===== config.mk =====
export PLATFORM = sky130hd
export DESIGN_NAME = inst_prefetch
export DESIGN_NICKNAME = d
export VERILOG_FILES = /design/src/rtl/inst_prefetch_pkg.sv /design/src/rtl/inst_prefetch_fifo.sv /design/src/rtl/inst_prefetch.sv
export SDC_FILE = /design/constraint.sdc
export NUM_CORES = 1
export LEC_CHECK = 0
export ABC_AREA = 1
export CAP_MARGIN = 20
export CORE_AREA = 4 4 214 216
export CTS_BUF_LIST = sky130_fd_sc_hd__clkbuf_8
export DETAILED_ROUTE_END_ITERATION = 7
export DIE_AREA = 0 0 218 220
export HOLD_SLACK_MARGIN = 0.1
export PLACE_DENSITY = 0.58
export SLEW_MARGIN = 0
export SYNTH_ARGS = -nofsm -noshare
export SYNTH_HDL_FRONTEND = slang
export SYNTH_HIERARCHICAL = 1
export SYNTH_SLANG_ARGS = --single-unit

===== constraint.sdc =====
create_clock -name clk -period 9.66 [get_ports clk]
set_input_delay 1.449 -clock clk [delete_from_list [all_inputs] [get_ports clk]]
set_output_delay 1.449 -clock clk [all_outputs]
set_load 0.01 [all_outputs]

===== src/rtl/inst_prefetch_pkg.sv =====
// Shared types and constants for the instruction prefetch unit.
// Holds the fetch FSM encoding and the sequential PC step.
package inst_prefetch_pkg;

    typedef enum logic [1:0] {
        S_IDLE  = 2'd0,
        S_WAIT  = 2'd1,
        S_DRAIN = 2'd2
    } state_e;

    localparam int unsigned PC_STEP = 4;

endpackage


===== src/rtl/inst_prefetch_fifo.sv =====
// Synchronous FIFO of {pc, inst} entries with push, pop, clear and occupancy.
// Pointers are PW bits wide, so they wrap mod DEPTH on their own.
module inst_fifo #(
    parameter int W     = 64,
    parameter int DEPTH = 4,
    localparam int PW   = $clog2(DEPTH),
    localparam int CW   = $clog2(DEPTH + 1)
) (
    input  logic          clk,
    input  logic          rst,
    input  logic          push_i,
    input  logic          pop_i,
    input  logic          clear_i,
    input  logic [W-1:0]  data_i,
    output logic [W-1:0]  data_o,
    output logic [CW-1:0] count_o
);

    logic [W-1:0]  mem_q [DEPTH];
    logic [PW-1:0] wptr_q, wptr_d;
    logic [PW-1:0] rptr_q, rptr_d;
    logic [CW-1:0] count_q, count_d;
    logic          do_push, do_pop;

    always_comb begin
        do_push = push_i & ~clear_i;
        do_pop  = pop_i & ~clear_i & (count_q != '0);
        wptr_d  = wptr_q;
        rptr_d  = rptr_q;
        count_d = count_q;
        if (clear_i) begin
            wptr_d  = '0;
            rptr_d  = '0;
            count_d = '0;
        end else begin
            if (do_push) wptr_d = wptr_q + PW'(1);
            if (do_pop)  rptr_d = rptr_q + PW'(1);
            count_d = count_q + CW'(do_push) - CW'(do_pop);
        end
    end

    always_ff @(posedge clk or posedge rst) begin
        if (rst) begin
            wptr_q  <= '0;
            rptr_q  <= '0;
            count_q <= '0;
        end else begin
            wptr_q  <= wptr_d;
            rptr_q  <= rptr_d;
            count_q <= count_d;
        end
    end

    // Storage needs no reset; the head is only observed when count is nonzero.
    always_ff @(posedge clk) begin
        if (do_push) mem_q[wptr_q] <= data_i;
    end

    assign data_o  = mem_q[rptr_q];
    assign count_o = count_q;

endmodule


===== src/rtl/inst_prefetch.sv =====
// Instruction prefetch: sequential ROM fetch over req/ack, buffered in a
// small FIFO and handed to IF_ID with valid/ready; flush redirects fetch.
module inst_prefetch
    import inst_prefetch_pkg::*;
#(
    parameter int                ADDR_W   = 32,
    parameter int                INST_W   = 32,
    parameter int                DEPTH    = 4,
    parameter logic [ADDR_W-1:0] RESET_PC = '0
) (
    input  logic              clk,
    input  logic              rst,
    output logic              o_chipEnable,
    output logic              o_romReq,
    output logic [ADDR_W-1:0] o_romAddr,
    input  logic              i_romAck,
    input  logic [INST_W-1:0] i_romInst,
    output logic              o_instValid,
    output logic [INST_W-1:0] o_inst,
    output logic [ADDR_W-1:0] o_instPc,
    input  logic              i_instReady,
    input  logic              i_flush,
    input  logic [ADDR_W-1:0] i_flushPc
);

    localparam int CW = $clog2(DEPTH + 1);
    localparam int FW = ADDR_W + INST_W;

    state_e              state_q, state_d;
    logic [ADDR_W-1:0]   fetch_pc_q, fetch_pc_d;
    logic [ADDR_W-1:0]   drain_pc_q, drain_pc_d;
    logic                ce_q;
    logic [CW-1:0]       count;
    logic [FW-1:0]       head;
    logic [CW:0]         cnt_after;
    logic                req, active, push, pop, inst_valid;

    assign inst_valid = (count != '0);
    assign pop        = inst_valid & i_instReady & ~i_flush;

    always_comb begin
        req        = 1'b0;
        active     = 1'b0;
        state_d    = state_q;
        unique case (state_q)
            S_IDLE: begin
                // No request while redirecting: it would carry the stale PC.
                req    = ce_q & (count < CW'(DEPTH)) & ~i_flush;
                active = req;
            end
            S_WAIT: begin
                req    = 1'b1;
                active = 1'b1;
            end
            S_DRAIN: req = 1'b1;
            default: ;
        endcase

        push      = active & i_romAck & ~i_flush;
        cnt_after = {1'b0, count} + (CW+1)'(push) - (CW+1)'(pop);

        if (state_q == S_DRAIN) begin
            state_d = i_romAck ? S_IDLE : S_DRAIN;
        end else if (active) begin
            if (i_flush)       state_d = i_romAck ? S_IDLE : S_DRAIN;
            else if (i_romAck) state_d = (cnt_after < (CW+1)'(DEPTH)) ? S_WAIT : S_IDLE;
            else               state_d = S_WAIT;
        end else begin
            state_d = S_IDLE;
        end

        drain_pc_d = (active & i_flush & ~i_romAck) ? fetch_pc_q : drain_pc_q;

        fetch_pc_d = fetch_pc_q;
        if (i_flush)   fetch_pc_d = i_flushPc;
        else if (push) fetch_pc_d = fetch_pc_q + ADDR_W'(PC_STEP);
    end

    always_ff @(posedge clk or posedge rst) begin
        if (rst) begin
            state_q    <= S_IDLE;
            fetch_pc_q <= RESET_PC;
            drain_pc_q <= RESET_PC;
            ce_q       <= 1'b0;
        end else begin
            state_q    <= state_d;
            fetch_pc_q <= fetch_pc_d;
            drain_pc_q <= drain_pc_d;
            ce_q       <= 1'b1;
        end
    end

    inst_fifo #(
        .W     (FW),
        .DEPTH (DEPTH)
    ) u_fifo (
        .clk     (clk),
        .rst     (rst),
        .push_i  (push),
        .pop_i   (pop),
        .clear_i (i_flush),
        .data_i  ({fetch_pc_q, i_romInst}),
        .data_o  (head),
        .count_o (count)
    );

    assign o_chipEnable       = ce_q;
    assign o_romReq           = req;
    assign o_romAddr          = (state_q == S_DRAIN) ? drain_pc_q : fetch_pc_q;
    assign o_instValid        = inst_valid;
    assign {o_instPc, o_inst} = inst_valid ? head : '0;

endmodule


==> results.sh <==
export IMPL_cts_tree="built"
export IMPL_die_y_um=220
export IMPL_drive_above_1_share=0.0695
export IMPL_met2_length_mm=16.3
export IMPL_io_pins=168
export IMPL_clkSlewWorstSetupHoldPaths_ps=60
export IMPL_clock_path_buffers=3
export IMPL_clock_fmax_mhz=200
export IMPL_rsz0062_at_grt="no"
export IMPL_slowest_stage="buf_4"
export IMPL_core_area_um2=43900
export IMPL_hold_class="reg -> reg"
export IMPL_antenna_found_initial=0
export IMPL_synth_top_cell_area_share=0.504
export IMPL_drv_cap=0
export IMPL_post_cts_resized=0
export IMPL_via_per_inst=4.63
export IMPL_path_buf_inv=4
export IMPL_path_class="in -> reg"
export IMPL_r2r_cells=9
export IMPL_antenna_cells=0
export IMPL_cp_top_family="simple AND/OR/NAND/NOR gates"
export IMPL_wl_met1_mm=17.5
export IMPL_worstPathCellList="clkdlybuf4s50_1 -> buf_4 -> inv_4 -> nand4_2 -> nand2_2 -> nand2_4 -> nor2_4 -> nand2_1 -> nor2_4 -> buf_4"
export IMPL_reg2reg_from="state_q[0]"
export IMPL_port_buffers=167
export IMPL_drc=0
export IMPL_grt_max_degree=118
export IMPL_start_kind="input pin"
export IMPL_reg2reg_to="u_fifo/mem_q[2][44]"
export IMPL_cts_root_buf="clkbuf_8"
export IMPL_netlist_area_um2=15200
export IMPL_yosysUniqueCellTypes=34
export IMPL_fin_tns_setup_ps=0
export IMPL_ir_worst_vdd_v=0.0000932
export IMPL_routed_wl_mm=36.6
export IMPL_cts_setup_buffers=0
export IMPL_worstHoldStart="drain_pc_q[3]"
export IMPL_mostFrequentLayoutCells="341 x nand2_1, 278 x inv_1, 256 x edfxtp_1, 167 x clkdlybuf4s50_1, 115 x o21ai_0"
export IMPL_synthCells=1542
export IMPL_yosys_area_top_type="edfxtp_1"
export IMPL_postLayoutCoreUtil=0.417
export IMPL_finalMaxSlewViolations=0
export IMPL_grt_pass1_vias=10500
export IMPL_cts_made_buffers=54
export IMPL_worstSetupEndpoint="u_fifo/mem_q[2][44]"
export IMPL_first_iter_violations=677
export IMPL_tightest_slew_ps=1010
export IMPL_synth_warnings=6
export IMPL_p_per_area_nw_per_um2=172
export IMPL_final_common_cell="nand2_1"
export IMPL_hold_viol_final=0
export IMPL_first_pass_iters=5
export IMPL_insertion_delay_ps=610
export IMPL_cpPeakStageDelay_ps=710
export IMPL_area_growth_pct=20.3
export IMPL_timing_reg2reg_setup_slack_ps=5920
export IMPL_initial_core_util=0.347
export IMPL_globalplace_congestion=0.835
export IMPL_ctsHoldBuffers=0
export IMPL_synth_seq_cells=330
export IMPL_leakage_nw=7.32
export IMPL_period_share=0.518
export IMPL_ys_top_cells_by_area="edfxtp_1 50%, dfrtp_1 12%, nand2_1 8.4%"
export IMPL_nets=1784
export IMPL_grt_overflow_total=0
export IMPL_num_rows=77
export IMPL_crit_path_start="i_flush"
export IMPL_setup_viol=0
export IMPL_topRoutingLayerUsed="met4"
export IMPL_syn_nets=1626
export IMPL_critical_path_arrival_ps=5220
export IMPL_slew_headroom=0.327
export IMPL_cts_sinks=330
export IMPL_die_area_um2=48000
export IMPL_grt_pass1_wl_mm=57.0
export IMPL_fin_crit_ps=5000
export IMPL_route_met3_wl_mm=2.20
export IMPL_crit_fanout=49
export IMPL_syn_avg_cell_area_um2=9.88
export IMPL_die_w_um=218
export IMPL_status="finished clean"
export IMPL_whs_path_depth=2
export IMPL_grt_use_total=0.150
export IMPL_wl_per_cell_um=15.7
export IMPL_htreeDepth=2
export IMPL_skew_ps=22.1
export IMPL_num_vias=10800
export IMPL_worstSetupPathDepth=10
export IMPL_critical_path_required_ps=9880
export IMPL_seq_area_frac_synth=0.626
export IMPL_endpoint_kind="flip-flop"
export IMPL_dpl_hpwl_mm=23.6
export IMPL_ant_nets=0
## flip-flops by register name, indices dropped and copies added (netlist names)
register and cells:
u_fifo/mem_q 256, drain_pc_q 32, fetch_pc_q 32, u_fifo/count_o 3
state_q 2, u_fifo/rptr_q 2, u_fifo/wptr_q 2, o_chipEnable 1
## metrics by stage
| stage | instances | total power, W | setup slack, ps | cell area (um2) | hold slack [ps] |
|---|---|---|---|---|---|
| 3_5_place_dp | 2235 | 0.00202 | 4110 | 17300 | 473 |
| 2_1_floorplan | 1542 | 0.00186 | 4180 | 15200 | 453 |
| 6_report | 2334 | 0.00316 | 4660 | 18300 | 488 |
| 4_1_cts | 2333 | 0.00320 | 4510 | 18300 | 488 |
| 3_3_place_gp | 2235 | 0.00202 | 4160 | 17300 | 467 |
| 5_1_grt | 2334 | 0.00331 | 4430 | 18300 | 501 |
## kinds of logic (layout without fill, tap and decap cells)
group	Yosys count	after routing	share of synthesized area
xor gates and xnor gates	12	12	0.00690
and+or+nand+nor	560	560	0.151
AOI/OAI and AO/OA	282	282	0.104
DFF	330	330	0.626
buffers and inverters	342	542	0.0985
other	1	1	0.000246
adders and majority gates	15	15	0.0128
## worst min path at each step
stage | endpoint | slack (ps)
2_1_floorplan | drain_pc_q[10] | 450
3_3_place_gp | drain_pc_q[9] | 470
3_5_place_dp | drain_pc_q[7] | 470
4_1_cts | drain_pc_q[7] | 490
5_1_grt | drain_pc_q[7] | 500
6_report | drain_pc_q[3] | 490
## Yosys cell counts
library cell,instances
nor2_1,113
xor2_1,11
nor2_4,3
o211ai_2,2
nand4_2,1
nand3b_1,2
clkbuf_2,5
o21ai_1,31
xnor2_1,1
o211ai_1,66
ha_1,14
nor3b_1,2
conb_1,1
inv_2,1
inv_1,262
nor2_2,7
dfrtp_1,74
or2_2,6
buf_1,1
clkinv_2,1
nor3_1,2
buf_2,28
buf_6,21
fa_1,1
inv_4,1
o21ai_0,115
nand2_1,341
nand2_2,9
clkbuf_1,18
buf_4,4
a21oi_1,68
nand2_4,1
edfxtp_1,256
nand3_1,73
## layout make-up
cell class | count | area (um2)
clock inverter | 41 | 246
timing repair buffer | 179 | 1780
sequential | 330 | 9550
clock buffer | 57 | 785
multi-input combinational | 870 | 4240
fill | 4313 | 25600
inverter | 265 | 998
tap | 592 | 741
## per-layer routing
metal / vias up / global-route usage
li1: 5362 / -
met1: 5091 / 0.215
met2: 315 / 0.233
met3: 50 / 0.0288
met4: 0 / 0.0411
met5: - / 0
## worst reg2reg max path: stages, from the launching register on
cell and delay [ps]:
dfrtp_1 420, inv_1 100, ha_1 160, nand4_2 130
nand2_2 120, nand2_4 170, nor2_4 570, nand2_1 430
nor2_4 540, buf_4 720
## power breakdown
group	switching [W]	internal [W]	total, W
sequential	0.0000793	0.00162	0.00170
combinational	0.000166	0.000129	0.000295
clock	0.000557	0.000605	0.00116
total	0.000802	0.00236	0.00316
No activity file was read; power rests on OpenSTA's default activity.
